--- src/rtl/enc8b10b_pkg.sv ---
// Shared K-code constants, the 10-bit symbol type and the K-code legality check
// for the 8b/10b lane encoder.
package enc8b10b_pkg;

    typedef logic [9:0] sym10_t;

    localparam logic [7:0] K28_0 = 8'h1C;
    localparam logic [7:0] K28_1 = 8'h3C;
    localparam logic [7:0] K28_2 = 8'h5C;
    localparam logic [7:0] K28_3 = 8'h7C;
    localparam logic [7:0] K28_4 = 8'h9C;
    localparam logic [7:0] K28_5 = 8'hBC;
    localparam logic [7:0] K28_6 = 8'hDC;
    localparam logic [7:0] K28_7 = 8'hFC;
    localparam logic [7:0] K23_7 = 8'hF7;
    localparam logic [7:0] K27_7 = 8'hFB;
    localparam logic [7:0] K29_7 = 8'hFD;
    localparam logic [7:0] K30_7 = 8'hFE;

    function automatic logic is_legal_k(input logic [7:0] b);
        return (b == K28_0) || (b == K28_1) || (b == K28_2) || (b == K28_3) ||
               (b == K28_4) || (b == K28_5) || (b == K28_6) || (b == K28_7) ||
               (b == K23_7) || (b == K27_7) || (b == K29_7) || (b == K30_7);
    endfunction

endpackage

--- src/rtl/enc8b10b_sym.sv ---
// Combinational single-symbol 8b/10b encoder (IEEE 802.3 clause 36 tables).
// Illegal K bytes are flagged and encoded as the data character of the same byte.
module enc8b10b_sym
    import enc8b10b_pkg::*;
(
    input  logic [7:0] din,
    input  logic       k,
    input  logic       rd_in,
    output sym10_t     sym,
    output logic       rd_out,
    output logic       code_err
);

    logic [4:0] x;
    logic [2:0] y;
    logic       use_k;
    logic       k28;
    logic       a7;
    logic       rd_mid;
    logic       flip6;
    logic       flip4;
    logic [5:0] c6n;
    logic [3:0] c4n;

    assign x = din[4:0];
    assign y = din[7:5];

    // c6n/c4n hold the RD- form; RD+ is the complement for unbalanced codes
    // and for the balanced-but-alternating D.7 / D.x.3 / D.x.7 cases.
    always_comb begin
        use_k    = k && is_legal_k(din);
        code_err = k && !is_legal_k(din);
        k28      = use_k && (x == 5'd28);

        c6n = 6'b000000;
        case (x)
            5'd0:  c6n = 6'b100111;
            5'd1:  c6n = 6'b011101;
            5'd2:  c6n = 6'b101101;
            5'd3:  c6n = 6'b110001;
            5'd4:  c6n = 6'b110101;
            5'd5:  c6n = 6'b101001;
            5'd6:  c6n = 6'b011001;
            5'd7:  c6n = 6'b111000;
            5'd8:  c6n = 6'b111001;
            5'd9:  c6n = 6'b100101;
            5'd10: c6n = 6'b010101;
            5'd11: c6n = 6'b110100;
            5'd12: c6n = 6'b001101;
            5'd13: c6n = 6'b101100;
            5'd14: c6n = 6'b011100;
            5'd15: c6n = 6'b010111;
            5'd16: c6n = 6'b011011;
            5'd17: c6n = 6'b100011;
            5'd18: c6n = 6'b010011;
            5'd19: c6n = 6'b110010;
            5'd20: c6n = 6'b001011;
            5'd21: c6n = 6'b101010;
            5'd22: c6n = 6'b011010;
            5'd23: c6n = 6'b111010;
            5'd24: c6n = 6'b110011;
            5'd25: c6n = 6'b100110;
            5'd26: c6n = 6'b010110;
            5'd27: c6n = 6'b110110;
            5'd28: c6n = 6'b001110;
            5'd29: c6n = 6'b101110;
            5'd30: c6n = 6'b011110;
            5'd31: c6n = 6'b101011;
        endcase
        if (k28) c6n = 6'b001111;

        flip6  = ($countones(c6n) != 3) || (x == 5'd7);
        rd_mid = rd_in ^ ($countones(c6n) != 3);
        a7     = (!rd_mid && (x == 5'd17 || x == 5'd18 || x == 5'd20)) ||
                 ( rd_mid && (x == 5'd11 || x == 5'd13 || x == 5'd14));

        c4n = 4'b0000;
        if (k28) begin
            case (y)
                3'd0: c4n = 4'b1011;
                3'd1: c4n = 4'b0110;
                3'd2: c4n = 4'b1010;
                3'd3: c4n = 4'b1100;
                3'd4: c4n = 4'b1101;
                3'd5: c4n = 4'b0101;
                3'd6: c4n = 4'b1001;
                3'd7: c4n = 4'b0111;
            endcase
            flip4 = 1'b1;
        end else begin
            case (y)
                3'd0: c4n = 4'b1011;
                3'd1: c4n = 4'b1001;
                3'd2: c4n = 4'b0101;
                3'd3: c4n = 4'b1100;
                3'd4: c4n = 4'b1101;
                3'd5: c4n = 4'b1010;
                3'd6: c4n = 4'b0110;
                3'd7: c4n = 4'b1110;
            endcase
            if (y == 3'd7 && (a7 || use_k)) c4n = 4'b0111;
            flip4 = ($countones(c4n) != 2) || (y == 3'd3) || (y == 3'd7);
        end

        rd_out = rd_mid ^ ($countones(c4n) != 2);
        sym    = {(rd_in && flip6) ? ~c6n : c6n, (rd_mid && flip4) ? ~c4n : c4n};
    end

endmodule

--- src/rtl/enc8b10b_lanes.sv ---
// Registered multi-lane 8b/10b encoder with valid/ready and RD chained across lanes.
// Optional ENC8B10B_RD_LOAD_EN adds rd_load/rd_value to force the running disparity.
module enc8b10b_lanes
    import enc8b10b_pkg::*;
#(
    parameter int LANES   = 1,
    parameter bit RD_INIT = 1'b0
) (
    input  logic                  clk,
    input  logic                  rst_n,
    input  logic                  in_valid,
    output logic                  in_ready,
    input  logic [8*LANES-1:0]    in_data,
    input  logic [LANES-1:0]      in_k,
    output logic                  out_valid,
    input  logic                  out_ready,
    output logic [10*LANES-1:0]   out_data,
    output logic [LANES-1:0]      out_code_err,
`ifdef ENC8B10B_RD_LOAD_EN
    input  logic                  rd_load,
    input  logic                  rd_value,
`endif
    output logic                  rd_out
);

    logic                  out_valid_q, out_valid_d;
    logic [10*LANES-1:0]   out_data_q, out_data_d;
    logic [LANES-1:0]      out_err_q, out_err_d;
    logic                  rd_q, rd_d;
    logic                  accept;
    logic [LANES:0]        rd_chain;
    logic [10*LANES-1:0]   sym_all;
    logic [LANES-1:0]      err_all;

    assign rd_chain[0] = rd_q;

    for (genvar n = 0; n < LANES; n++) begin : g_lane
        enc8b10b_sym u_sym (
            .din      (in_data[8*n +: 8]),
            .k        (in_k[n]),
            .rd_in    (rd_chain[n]),
            .sym      (sym_all[10*n +: 10]),
            .rd_out   (rd_chain[n+1]),
            .code_err (err_all[n])
        );
    end

    assign in_ready = !out_valid_q || out_ready;
    assign accept   = in_valid && in_ready;

    always_comb begin
        out_valid_d = accept || (out_valid_q && !out_ready);
        out_data_d  = accept ? sym_all : out_data_q;
        out_err_d   = accept ? err_all : out_err_q;
        rd_d        = accept ? rd_chain[LANES] : rd_q;
`ifdef ENC8B10B_RD_LOAD_EN
        // A load on the same edge as a beat wins; the beat already used the old RD.
        if (rd_load) rd_d = rd_value;
`endif
    end

    always_ff @(posedge clk or negedge rst_n) begin
        if (!rst_n) begin
            out_valid_q <= 1'b0;
            out_data_q  <= '0;
            out_err_q   <= '0;
            rd_q        <= RD_INIT;
        end else begin
            out_valid_q <= out_valid_d;
            out_data_q  <= out_data_d;
            out_err_q   <= out_err_d;
            rd_q        <= rd_d;
        end
    end

    assign out_valid    = out_valid_q;
    assign out_data     = out_data_q;
    assign out_code_err = out_err_q;
    assign rd_out       = rd_q;

endmodule

--- config.mk ---
export PLATFORM = sky130hd
export DESIGN_NAME = enc8b10b_lanes
export DESIGN_NICKNAME = d
export VERILOG_FILES = /design/src/rtl/enc8b10b_pkg.sv /design/src/rtl/enc8b10b_sym.sv /design/src/rtl/enc8b10b_lanes.sv
export SDC_FILE = /design/constraint.sdc
export NUM_CORES = 1
export LEC_CHECK = 0
export BUFFER_PORTS_ARGS = -buffer_cell sky130_fd_sc_hd__buf_2
export CORE_MARGIN = 1.5
export CORE_UTILIZATION = 37
export DETAILED_ROUTE_END_ITERATION = 10
export GPL_TIMING_DRIVEN = 0
export PLACE_DENSITY = 0.59
export SLEW_MARGIN = 20
export SYNTH_ARGS = -nofsm -noshare
export SYNTH_HDL_FRONTEND = slang
export SYNTH_SLANG_ARGS = --single-unit
--- constraint.sdc ---
create_clock -name clk -period 3.6 [get_ports clk]
set_input_delay 0.18 -clock clk [delete_from_list [all_inputs] [get_ports clk]]
set_output_delay 0.18 -clock clk [all_outputs]
set_load 0.03 [all_outputs]
==> run summary <==
Endpoints failing hold: 0
First-pass GRT wire length: 6460 µm
Slew @ Worst Pin: 734 ps
RSZ-0062 raised after global routing: true
Internal power: 650 µW
Period utilization: 127%
Port buffer count: 25
Clock Power Share: 10.6%
Combinational power share: 68.4%
CTS tree: built
Drt pass-1 iters: 4
Multi-input combinational cell area: 0.00138 mm²
Critical Path RT: 3750 ps
Fraction of layout cells with a size suffix above 1: 45.6%
Vias per std cell: 5.24
Initial core utilization: 38.2%
Clock period minus worst slack: 4590 ps
Seq. cell area: 325 µm²
Die width: 66.8 µm
Initial antenna violation count: 0
Remaining Overflow, GRT: 0
Vias: 1525
CP Max Fanout: 6
I/O Pins: 27
Die Area: 0.00446 mm²
Fin. max-slew vios: 0
# nets final: 275
PD cells: 507 mW/mm²
Detailed Place HPWL: 2760 µm
Final Wtd Congestion: 0.873
Count of standard-cell rows: 23
Clock tree root driver cell: clkbuf_8
Setup CP Type: in2reg
# fillers: 340
Post-Syn Instances: 186
Status: finished with violations
Critical Path AT: 4730 ps
Area Overhead vs Synth: 56.5%
CP endpoint kind: register
Synth Net Count: 219
Total CTS buffers: 3
Cell area after synthesis: 0.00151 mm²
Antenna diode count: 0
Final setup vio count: 5
Max Cap Viol: 0
Starting DRT DRC Count: 36
WL/cell: 13.8 µm
Syn. warnings: 0
FF+latch count, synth: 13
DRT antenna net count: 0
Largest net degree at the start of global routing: 14
Setup crit start kind: input port
Slew HR: 49.8%
Vias in the first global route: 1459
Place WS: -1670 ps
Peak Freq: 218 MHz
Setup TNS: -4820 ps
Tot GR Track Use: 19.0%
Register area share after synthesis: 21.6%
P_sw: 544 µW
P_leak: 1.02 nW
Clk_lat worst skew: 240 ps
Failing checks: setup timing
Clock skew: 3.29 ps
Clock transition at the registers of the reported paths: 50 ps
Die H: 66.8 µm
Drt total wl: 4010 µm
Switch share: 45.6%
Final critical-path setup slack: -987 ps
Synth Area per Inst: 8.10 µm²
DRC viols: 0
CTS Buffer Depth: 2
Clk sink count: 13
VDD IR-drop max: 0.174 mV
H-tree levels: 1
Synth unique cells: 44
Sequential share of power: 21.0%
Hold Crit Class: in2reg
Core area: 0.00394 mm²
[path summary, 6_finish.rpt]
| check | from | end | slack [ps] | depth (start not counted) |
|---|---|---|---|---|
| worst min-delay path | in_valid | out_valid | 140 | 2 |
| min in group asynchronous | rst_n | out_valid | 350 | 2 |
| worst max-delay path | in_data[1] | out_data[0] | -990 | 24 |
| worst min register to register | out_data[5] | out_data[5] | 470 | 2 |
| worst max register to register | rd_out | out_data[0] | 500 | 13 |
| max in group asynchronous | rst_n | rd_out | 3030 | 2 |
[per-layer routing]
metal | vias to the layer above | GRT usage (%) | wire length [µm]
met3 | 9 | 1.69 | 146
met2 | 35 | 33.4 | 2010
met5 | - | 0 | 0
li1 | 764 | - | -
met4 | 0 | 8.93 | 91
met1 | 717 | 23.3 | 1760
[critical path, cell delays in order]
cell	delay, ps
buf_12	110
clkinv_8	50
ha_4	190
buf_4	140
buf_4	140
a21oi_2	130
o221ai_2	120
ha_2	200
fa_1	460
ha_1	290
and4bb_4	280
xnor2_4	90
or4_1	490
a31oi_1	160
o21ai_1	80
ha_1	280
ha_2	190
fa_2	330
a211oi_2	220
nand2_2	110
buf_6	130
nand2_4	60
xnor2_2	60
o31ai_1	220
[area by class of cell]
cell class,count,share of cell area [%]
multi-input combinational,151,58.3
timing repair buffer,53,17.1
sequential,13,13.8
buffer,10,3.72
tap,50,2.65
inverter,10,2.44
clock buffer,4,1.91
[power groups by stage]
| stage | Clock (mW) | Sequential (mW) | Combinational [mW] |
|---|---|---|---|
| 6_report | 0.127 | 0.250 | 0.817 |
| 5_1_grt | 0.138 | 0.260 | 0.885 |
| 4_1_cts | 0.133 | 0.251 | 0.763 |
| 3_5_place_dp | 0 | 0.254 | 0.640 |
| 3_3_place_gp | 0 | 0.250 | 0.624 |
| 2_1_floorplan | 0 | 0.379 | 0.363 |
[flip-flops by register name, indices dropped and copies added, names as in the netlist]
signal / cells
out_valid: 1
out_data: 10
rd_out: 1
out_code_err: 1
[repair_timing]
action                                  4_1_cts  5_1_grt
pin swaps                                    24       16
hold buffers                                  1        0
gates resized for setup                      43       17
hold endpoints to repair                     13        0
cloned                                        2        0
endpoints found under the setup margin        5        5
setup buffers                                21        4
[through the flow]
| step | power (mW) | utilization (%) | std cells | cell area [µm²] | hold slack (ps) |
|---|---|---|---|---|---|
| floorplan | 0.741 | - | 186 | 1690 | -116 |
| global placement | 0.874 | 47.5 | 261 | 1870 | 70.2 |
| detailed placement | 0.893 | 47.5 | 261 | 1870 | 76.5 |
| CTS | 1.15 | 57.3 | 287 | 2260 | 131 |
| global route | 1.28 | 59.8 | 291 | 2360 | 148 |
| finish | 1.19 | 59.8 | 291 | 2360 | 139 |
[cell families after synthesis]
| kind of cell | count (synthesis) | share of synthesized area (%) |
|---|---|---|
| simple gates | 59 | 18.6 |
| mux | 3 | 1.99 |
| buf+inv | 22 | 6.23 |
| flops | 13 | 21.6 |
| compound gates | 51 | 21.3 |
| fa+ha+maj | 21 | 19.4 |
| xor+xnor | 17 | 10.9 |
[cells in the mapped netlist]
cell / instances / area (µm²)
nand2_1: 29 / 109
o21ai_0: 19 / 95.1
ha_1: 16 / 200
dfrtp_1: 13 / 325
inv_1: 10 / 37.5
xor2_1: 10 / 87.6
nor2_1: 8 / 30.0
a21oi_1: 7 / 35.0
buf_2: 6 / 30.0
a211oi_1: 5 / 37.5
clkbuf_1: 5 / 18.8
nand2b_1: 5 / 31.3
xnor2_1: 5 / 43.8
a31oi_1: 4 / 25.0
fa_1: 4 / 80.1
nand3_1: 4 / 20.0
mux2i_1: 3 / 30.0
nor3_1: 3 / 15.0
nor2b_1: 2 / 12.5
o21ai_1: 2 / 10.0
o31ai_1: 2 / 15.0
xnor2_2: 2 / 32.5
a2111oi_0: 1 / 8.76
a21boi_0: 1 / 7.51
a21o_1: 1 / 7.51
a221oi_1: 1 / 8.76
and3_1: 1 / 6.26
and4bb_2: 1 / 12.5
buf_4: 1 / 7.51
maj3_2: 1 / 11.3
nand3_2: 1 / 10.0
nor3b_1: 1 / 7.51
nor4_1: 1 / 6.26
o211a_1: 1 / 10.0
o211ai_1: 1 / 7.51
o221a_2: 1 / 11.3
o221ai_1: 1 / 8.76
o22a_1: 1 / 8.76
o22ai_1: 1 / 6.26
o311a_1: 1 / 10.0
o311ai_0: 1 / 8.76
or2_1: 1 / 6.26
or2_2: 1 / 6.26
or4_1: 1 / 7.51
[cells in the final DEF (no fill, tap or decap), types with 2 or more instances in the layout]
master    instances
nand2_1          25
o21ai_4           3
xor2_1           10
ha_1              7
nand2_2           2
ha_2              4
buf_6             6
o31ai_1           2
fa_2              2
ha_4              5
nor2_1            7
a31oi_1           2
mux2i_1           2
a211oi_2          3
fa_1              2
a21oi_2           2
nand3_1           3
a21oi_1           5
buf_2            24
nand2b_1          5
clkbuf_8          3
buf_12            2
nor3_1            3
nand2_4           2
nand3_2           2
xnor2_1           4
clkbuf_1          4
inv_2             2
buf_8             2
inv_1             6
o21ai_2           2
o21ai_1           5
xnor2_2           2
buf_4            23
dfrtp_1          13
o21ai_0          11
No activity file was read; power rests on OpenSTA's default activity.
